### config.mk
export PLATFORM = sky130hd
export DESIGN_NAME = iter_divider
export DESIGN_NICKNAME = d
export VERILOG_FILES = /design/src/rtl/div_pkg.sv /design/src/rtl/div_iter_step.sv /design/src/rtl/iter_divider.sv
export SDC_FILE = /design/constraint.sdc
export NUM_CORES = 1
export LEC_CHECK = 0
export CAP_MARGIN = 20
export CORE_AREA = 2 2 173 175
export CTS_CLUSTER_SIZE = 20
export DETAILED_ROUTE_END_ITERATION = 10
export DIE_AREA = 0 0 175 177
export PLACE_DENSITY = 0.71
export SLEW_MARGIN = 25
export SYNTH_ARGS = -nofsm -noshare
export SYNTH_HDL_FRONTEND = slang
export SYNTH_HIERARCHICAL = 1
export SYNTH_SLANG_ARGS = --single-unit
### constraint.sdc
create_clock -name clk -period 7.6 [get_ports clk]
set_input_delay 1.9 -clock clk [delete_from_list [all_inputs] [get_ports clk]]
set_output_delay 1.9 -clock clk [all_outputs]
set_load 0.01 [all_outputs]
### src/rtl/div_pkg.sv
// rtl/div_pkg.sv - shared types and constants for the iterative divider
package div_pkg;

    localparam int DIV_W     = 32;
    localparam int DIV_ITERS = 32;
    localparam int CNT_W     = 6;

    // Quotient reported when the divisor is zero
    localparam logic [DIV_W-1:0] DBZ_QUOTIENT = 32'hFFFF_FFFF;

    typedef enum logic [1:0] {
        IDLE = 2'd0,
        RUN  = 2'd1,
        DONE = 2'd2
    } div_state_t;

    // Two's-complement negate when neg is set, pass-through otherwise
    function automatic logic [DIV_W-1:0] cond_negate(input logic [DIV_W-1:0] v,
                                                     input logic             neg);
        return neg ? (~v + 1'b1) : v;
    endfunction

endpackage

### src/rtl/div_iter_step.sv
// rtl/div_iter_step.sv - one combinational restoring radix-2 division step
module div_iter_step
    import div_pkg::*;
(
    input  logic [DIV_W:0]   rem_in,
    input  logic [DIV_W-1:0] quo_in,
    input  logic [DIV_W-1:0] divisor,
    output logic [DIV_W:0]   rem_out,
    output logic [DIV_W-1:0] quo_out
);

    // One extra bit of headroom so the subtraction sign is unambiguous
    logic [DIV_W+1:0] rem_shift;
    logic [DIV_W+1:0] diff;

    // Shift in the next dividend bit, trial-subtract, restore on borrow
    always_comb begin
        rem_shift = {rem_in, quo_in[DIV_W-1]};
        diff      = rem_shift - {2'b00, divisor};
        if (!diff[DIV_W+1]) begin
            rem_out = diff[DIV_W:0];
            quo_out = {quo_in[DIV_W-2:0], 1'b1};
        end else begin
            rem_out = rem_shift[DIV_W:0];
            quo_out = {quo_in[DIV_W-2:0], 1'b0};
        end
    end

endmodule

### src/rtl/iter_divider.sv
// rtl/iter_divider.sv - 32-bit iterative restoring divider, optional DIV_DBZ_FLAG_EN tuser flag
module iter_divider
    import div_pkg::*;
#(
    parameter int SIGNED = 0
) (
    input  logic                 clk,
    input  logic                 resetn,
    input  logic [DIV_W-1:0]     s_axis_dividend_tdata,
    input  logic                 s_axis_dividend_tvalid,
    output logic                 s_axis_dividend_tready,
    input  logic [DIV_W-1:0]     s_axis_divisor_tdata,
    input  logic                 s_axis_divisor_tvalid,
    output logic                 s_axis_divisor_tready,
`ifdef DIV_DBZ_FLAG_EN
    output logic                 m_axis_dout_tuser,
`endif
    output logic [2*DIV_W-1:0]   m_axis_dout_tdata,
    output logic                 m_axis_dout_tvalid
);

    localparam bit IS_SIGNED = (SIGNED != 0);

    div_state_t       state, state_nxt;
    logic [CNT_W-1:0] cnt;
    logic             dvd_cap, dvs_cap;
    logic [DIV_W-1:0] dvd_reg, dvs_reg;
    logic [DIV_W:0]   rem;
    logic [DIV_W-1:0] quo;
    logic [DIV_W-1:0] dvs_mag;
    logic [DIV_W:0]   step_rem;
    logic [DIV_W-1:0] step_quo;
    logic [2*DIV_W-1:0] dout_q;
    logic [2*DIV_W-1:0] result_nxt;

    logic             dvd_fire, dvs_fire, start, last_iter;
    logic [DIV_W-1:0] dvd_now, dvs_now;
    logic             dvd_neg_now, dvs_neg_now;
    logic             dvd_neg, dvs_neg, dvs_zero;

    assign dvd_fire  = s_axis_dividend_tvalid && s_axis_dividend_tready;
    assign dvs_fire  = s_axis_divisor_tvalid  && s_axis_divisor_tready;
    // Operands as they will look after this edge, whichever arrived first
    assign dvd_now   = dvd_cap ? dvd_reg : s_axis_dividend_tdata;
    assign dvs_now   = dvs_cap ? dvs_reg : s_axis_divisor_tdata;
    assign start     = (state == IDLE) && (dvd_cap || dvd_fire) && (dvs_cap || dvs_fire);
    assign last_iter = (state == RUN) && (cnt == CNT_W'(DIV_ITERS - 1));

    assign dvd_neg_now = IS_SIGNED && dvd_now[DIV_W-1];
    assign dvs_neg_now = IS_SIGNED && dvs_now[DIV_W-1];
    assign dvd_neg     = IS_SIGNED && dvd_reg[DIV_W-1];
    assign dvs_neg     = IS_SIGNED && dvs_reg[DIV_W-1];
    assign dvs_zero    = (dvs_reg == '0);

    assign m_axis_dout_tdata = dout_q;

    div_iter_step u_step (
        .rem_in  (rem),
        .quo_in  (quo),
        .divisor (dvs_mag),
        .rem_out (step_rem),
        .quo_out (step_quo)
    );

    // State register
    always_ff @(posedge clk or negedge resetn) begin
        if (!resetn) state <= IDLE;
        else         state <= state_nxt;
    end

    // Next-state and handshake outputs
    always_comb begin
        state_nxt              = state;
        s_axis_dividend_tready = 1'b0;
        s_axis_divisor_tready  = 1'b0;
        m_axis_dout_tvalid     = 1'b0;
        case (state)
            IDLE: begin
                s_axis_dividend_tready = !dvd_cap;
                s_axis_divisor_tready  = !dvs_cap;
                if (start) state_nxt = RUN;
            end
            RUN: begin
                if (last_iter) state_nxt = DONE;
            end
            DONE: begin
                m_axis_dout_tvalid = 1'b1;
                state_nxt          = IDLE;
            end
            default: state_nxt = IDLE;
        endcase
    end

    // Operand capture; flags drop when the run starts so tready returns after DONE
    always_ff @(posedge clk or negedge resetn) begin
        if (!resetn) begin
            dvd_cap <= 1'b0;
            dvs_cap <= 1'b0;
            dvd_reg <= '0;
            dvs_reg <= '0;
        end else begin
            if (dvd_fire) begin
                dvd_reg <= s_axis_dividend_tdata;
                dvd_cap <= 1'b1;
            end
            if (dvs_fire) begin
                dvs_reg <= s_axis_divisor_tdata;
                dvs_cap <= 1'b1;
            end
            if (start) begin
                dvd_cap <= 1'b0;
                dvs_cap <= 1'b0;
            end
        end
    end

    // Iteration datapath: load magnitudes on start, one step per RUN cycle
    always_ff @(posedge clk or negedge resetn) begin
        if (!resetn) begin
            rem     <= '0;
            quo     <= '0;
            dvs_mag <= '0;
            cnt     <= '0;
        end else if (start) begin
            rem     <= '0;
            quo     <= cond_negate(dvd_now, dvd_neg_now);
            dvs_mag <= cond_negate(dvs_now, dvs_neg_now);
            cnt     <= '0;
        end else if (state == RUN) begin
            rem     <= step_rem;
            quo     <= step_quo;
            cnt     <= cnt + CNT_W'(1);
        end
    end

    // Final result from the last step: sign fixup, or the divide-by-zero pattern
    always_comb begin
        result_nxt = '0;
        if (dvs_zero) begin
            result_nxt = {DBZ_QUOTIENT, dvd_reg};
        end else begin
            result_nxt = {cond_negate(step_quo, dvd_neg ^ dvs_neg),
                          cond_negate(step_rem[DIV_W-1:0], dvd_neg)};
        end
    end

    // Result register holds until the next completion
    always_ff @(posedge clk or negedge resetn) begin
        if (!resetn)        dout_q <= '0;
        else if (last_iter) dout_q <= result_nxt;
    end

`ifdef DIV_DBZ_FLAG_EN
    assign m_axis_dout_tuser = (state == DONE) && dvs_zero;
`endif

endmodule

==> run summary <==
The run finished with clean final reports. The startpoint class of the critical path was a register. Buffers placed on the I/O ports in this run total 134.

In this run the worst hold path is classified as reg -> reg. By startpoint and endpoint, the worst setup path is classified as reg -> out. Setup violations remaining at the end of the flow were counted as 0. Terminus of the critical flop-to-flop path: rem[9]$_DFFE_PN0P_. For the overall track demand over capacity in global routing, the log shows 0.1928.

The sequential-to-total area share from yosys stat is 0.4575, and the ratio of total power to cell area is 456.6 mW/mm^2. The post-synthesis async set-or-reset flop share was 1.000; the signed area change from the synthesized netlist to the final layout was 17.68%. Power comes to 6.907 mW. After synthesis, the cell types taking the most area are sky130_fd_sc_hd__dfrtp_1 (46%), sky130_fd_sc_hd__mux2_2 (8.5%), sky130_fd_sc_hd__mux2i_1 (7.7%). After floorplanning, the core was divided into 63 placement rows. The first routing iteration left 554 violations. The most critical setup path has its endpoint at s_axis_dividend_tready. For this block, the via count after detailed routing is 9384. The cell type with the highest aggregate area in the netlist is sky130_fd_sc_hd__dfrtp_1. For the worst flop-to-flop path, the logic depth is 12.

The detailed-router iteration count before antenna repair is 5. Setup repair after global routing left no endpoint under its margin. Summing all non-filler instances in the final layout gives an area of 0.01513 sq mm.

The tools report the number of H-tree levels as 1. The tools report the static leakage as 6.365 nW. The final layout contains 1406 nets. STA classifies the critical path endpoint as an output pin. After synthesis, the mean cell area works out to 10.36 sq um. The logs give 0 for the total congestion overflow and 27 for the number of buffers created by CTS.

Summing every instance area after synthesis gives 0.01285 sq mm. The final count of hold timing violations is 0. The run gives 0.4395 as the effective utilization at floorplan. The tools report the number of antenna violations at the first check in global routing as 1.

Counting along the longest clock path gives a buffer depth of 3. For the worst setup path, the data required time is 5700 ps. In this run the worst setup path begins at dvd_cap$_DFFE_PN0P_. In the synthesized netlist the dominant register cell turns out to be sky130_fd_sc_hd__dfrtp_1.

The headroom to the max-slew limit was 0.3237; the number of gates given a new drive strength after cts was 0. The number of max-capacitance violations reported was 0. The first global-routing pass estimated 48890 um of wire.

The signal on the critical path passes through buf_4, nor3_1, clkdlybuf4s50_1. TritonCTS built the clock tree. The number of hold buffers added after CTS was 0. Subtracting the final worst setup slack from the clock period gives 4046 ps. Clock tree synthesis selected as its root buffer the cell sky130_fd_sc_hd__clkbuf_16. The number of enable-type register cells in the synthesized netlist was 0; the global placer's final weighted congestion was 0.8740. For the sink count of the clock tree, the log shows 235. The number of I/O pins was 135. The top achievable clock speed was 247.1 MHz; the post-detailed-route DRC marker count was 0.

The fraction of final layout cells with drive strength greater than 1 is 0.1275, and the area fraction of the dominant cell type after synthesis is 0.4575. The minimum setup slack among reg-to-reg paths is 3800 ps. Library cell contributing the largest single delay on the critical path: sky130_fd_sc_hd__clkdlybuf4s50_1. The number of pins with negative max-slew slack in the final report was 0. The clock input transition at the sequential cells of the worst setup and hold paths is 60 ps.

Chip width: 175 um. The number of global-route vias before repair is 9427. The aggregate routed wire length was 30010 um. After technology mapping, the gate count stands at 1241. The detail-routed via count per cell is 5.469, and the final cycle utilization of the critical path is 0.5324.

The core region is 0.02924 sq mm. The routed length per placed instance is 17.49 um. The number of routed nets with antenna violations is 0. For this run, the number of Yosys warnings is 6. STA puts the critical path data arrival time at 2150 ps. Between clock sinks in the finished design, the worst skew comes to 18.00 ps.

The number of setup buffers added after CTS is 0. The netlist uses 53 different library cells. The register with the most flip-flops in the layout has 64 of them. The placed instance area is 0.01420 sq mm, and the final total negative setup slack is 0 ps.

The maximum fanout along the worst path came out at 35. Entering global routing, the biggest net connects 182 pins. The die covers 0.03098 sq mm.

The startpoint identified for the worst register-to-register timing path is rem[7]$_DFFE_PN0P_. The synthesized design contains 235 register bits. At the later pin of the worst-skew pair, clock insertion delay measures 540 ps.

At the pin with the least slew margin, the transition time is 1014 ps. Biggest cell delay along the critical path: 580 ps. The height of the die came out at 177 um.

The post-DP HPWL was 20290 um; the maximum resistive drop on vdd was 0.0003570 V. The number of nets in the synthesized netlist is 1343.
-- area by class of cell --
class,instances,area (sq um)
diodes,1,2.502
clock buffers,42,792.0
clock inverters,8,68.82
fillers,2608,14120
inverters,38,142.6
multi-input cells,853,6238
flip-flops and latches,235,5882
well taps,390,488.0
repair buffers,149,1511
-- placed cells by master, fill, tap and decap left out, types with 13 or more instances in the layout --
cell                              Yosys  routed
sky130_fd_sc_hd__xnor2_1             20      20
sky130_fd_sc_hd__mux2_2              97      97
sky130_fd_sc_hd__mux2_1              55      55
sky130_fd_sc_hd__a21o_1              25      25
sky130_fd_sc_hd__mux2i_1             99      99
sky130_fd_sc_hd__inv_1               37      37
sky130_fd_sc_hd__o211ai_1            34      34
sky130_fd_sc_hd__clkdlybuf4s50_1      0     133
sky130_fd_sc_hd__a21oi_1             96      96
sky130_fd_sc_hd__dfrtp_1            235     234
sky130_fd_sc_hd__nand2_1            151     150
sky130_fd_sc_hd__nand4_1             41      41
sky130_fd_sc_hd__nor2_1              91      91
sky130_fd_sc_hd__clkbuf_16            0      27
sky130_fd_sc_hd__xor2_1              14      13
sky130_fd_sc_hd__ha_1                33      33
-- cells in the mapped netlist (all sizes together), types with 33 or more instances --
| cell type | count |
|---|---|
| o211ai | 34 |
| inv | 38 |
| buf | 82 |
| nand2 | 151 |
| clkbuf | 33 |
| nor2 | 91 |
| mux2 | 152 |
| ha | 33 |
| dfrtp | 235 |
| nand4 | 41 |
| mux2i | 99 |
| a21oi | 96 |
-- cell families after synthesis --
kind of cell / share of synthesized area
adders and majority gates: 0.03368
muxes: 0.2103
AOI/OAI and AO/OA: 0.1015
DFF: 0.4575
xor gates and xnor gates: 0.02317
buffers and inverters: 0.06025
and+or+nand+nor: 0.1136
-- critical path, delay by kind of cell (launching register included) --
family	cells	cell delay (ps)
DFF	1	380
and+or+nand+nor	1	300
buffers and inverters	2	890
-- metrics by stage --
step | util | worst slack (ps) | hold slack (ps) | cells
2_1_floorplan | - | 4539 | 458.1 | 1241
3_3_place_gp | 0.4857 | 3355 | 470.7 | 1663
3_5_place_dp | 0.4857 | 3306 | 479.7 | 1663
4_1_cts | 0.5152 | 3539 | 492.3 | 1713
5_1_grt | 0.5172 | 3392 | 514.3 | 1716
6_report | 0.5172 | 3554 | 487.8 | 1716
-- power by group --
| part | internal, mW | switching, mW |
|---|---|---|
| Sequential | 1.75 | 0.346 |
| Clock | 0.747 | 0.516 |
| Combinational | 1.66 | 1.89 |
| Total | 4.16 | 2.75 |
-- layer usage --
| metal | track usage | part of all wire | vias to the layer above |
|---|---|---|---|
| met5 | 0 | 0 | - |
| met4 | 0.05174 | 0.021 | 0 |
| met3 | 0.02470 | 0.039 | 46 |
| met2 | 0.3281 | 0.49 | 199 |
| met1 | 0.2604 | 0.45 | 4691 |
| li1 | - | - | 4448 |
-- worst min path at each step --
stage / from / end / slack [ps] / cells after the start
floorplan: dvs_mag[27]$_DFFE_PN0P_ / dvs_mag[27]$_DFFE_PN0P_ / 460 / 1
global placement: dvs_mag[3]$_DFFE_PN0P_ / dvs_mag[3]$_DFFE_PN0P_ / 470 / 1
detailed placement: dvs_mag[4]$_DFFE_PN0P_ / dvs_mag[4]$_DFFE_PN0P_ / 480 / 1
CTS: dvs_mag[4]$_DFFE_PN0P_ / dvs_mag[4]$_DFFE_PN0P_ / 490 / 1
global route: dvs_mag[28]$_DFFE_PN0P_ / dvs_mag[28]$_DFFE_PN0P_ / 510 / 1
finish: dvs_mag[4]$_DFFE_PN0P_ / dvs_mag[4]$_DFFE_PN0P_ / 490 / 1
No activity file was read; power rests on OpenSTA's default activity.
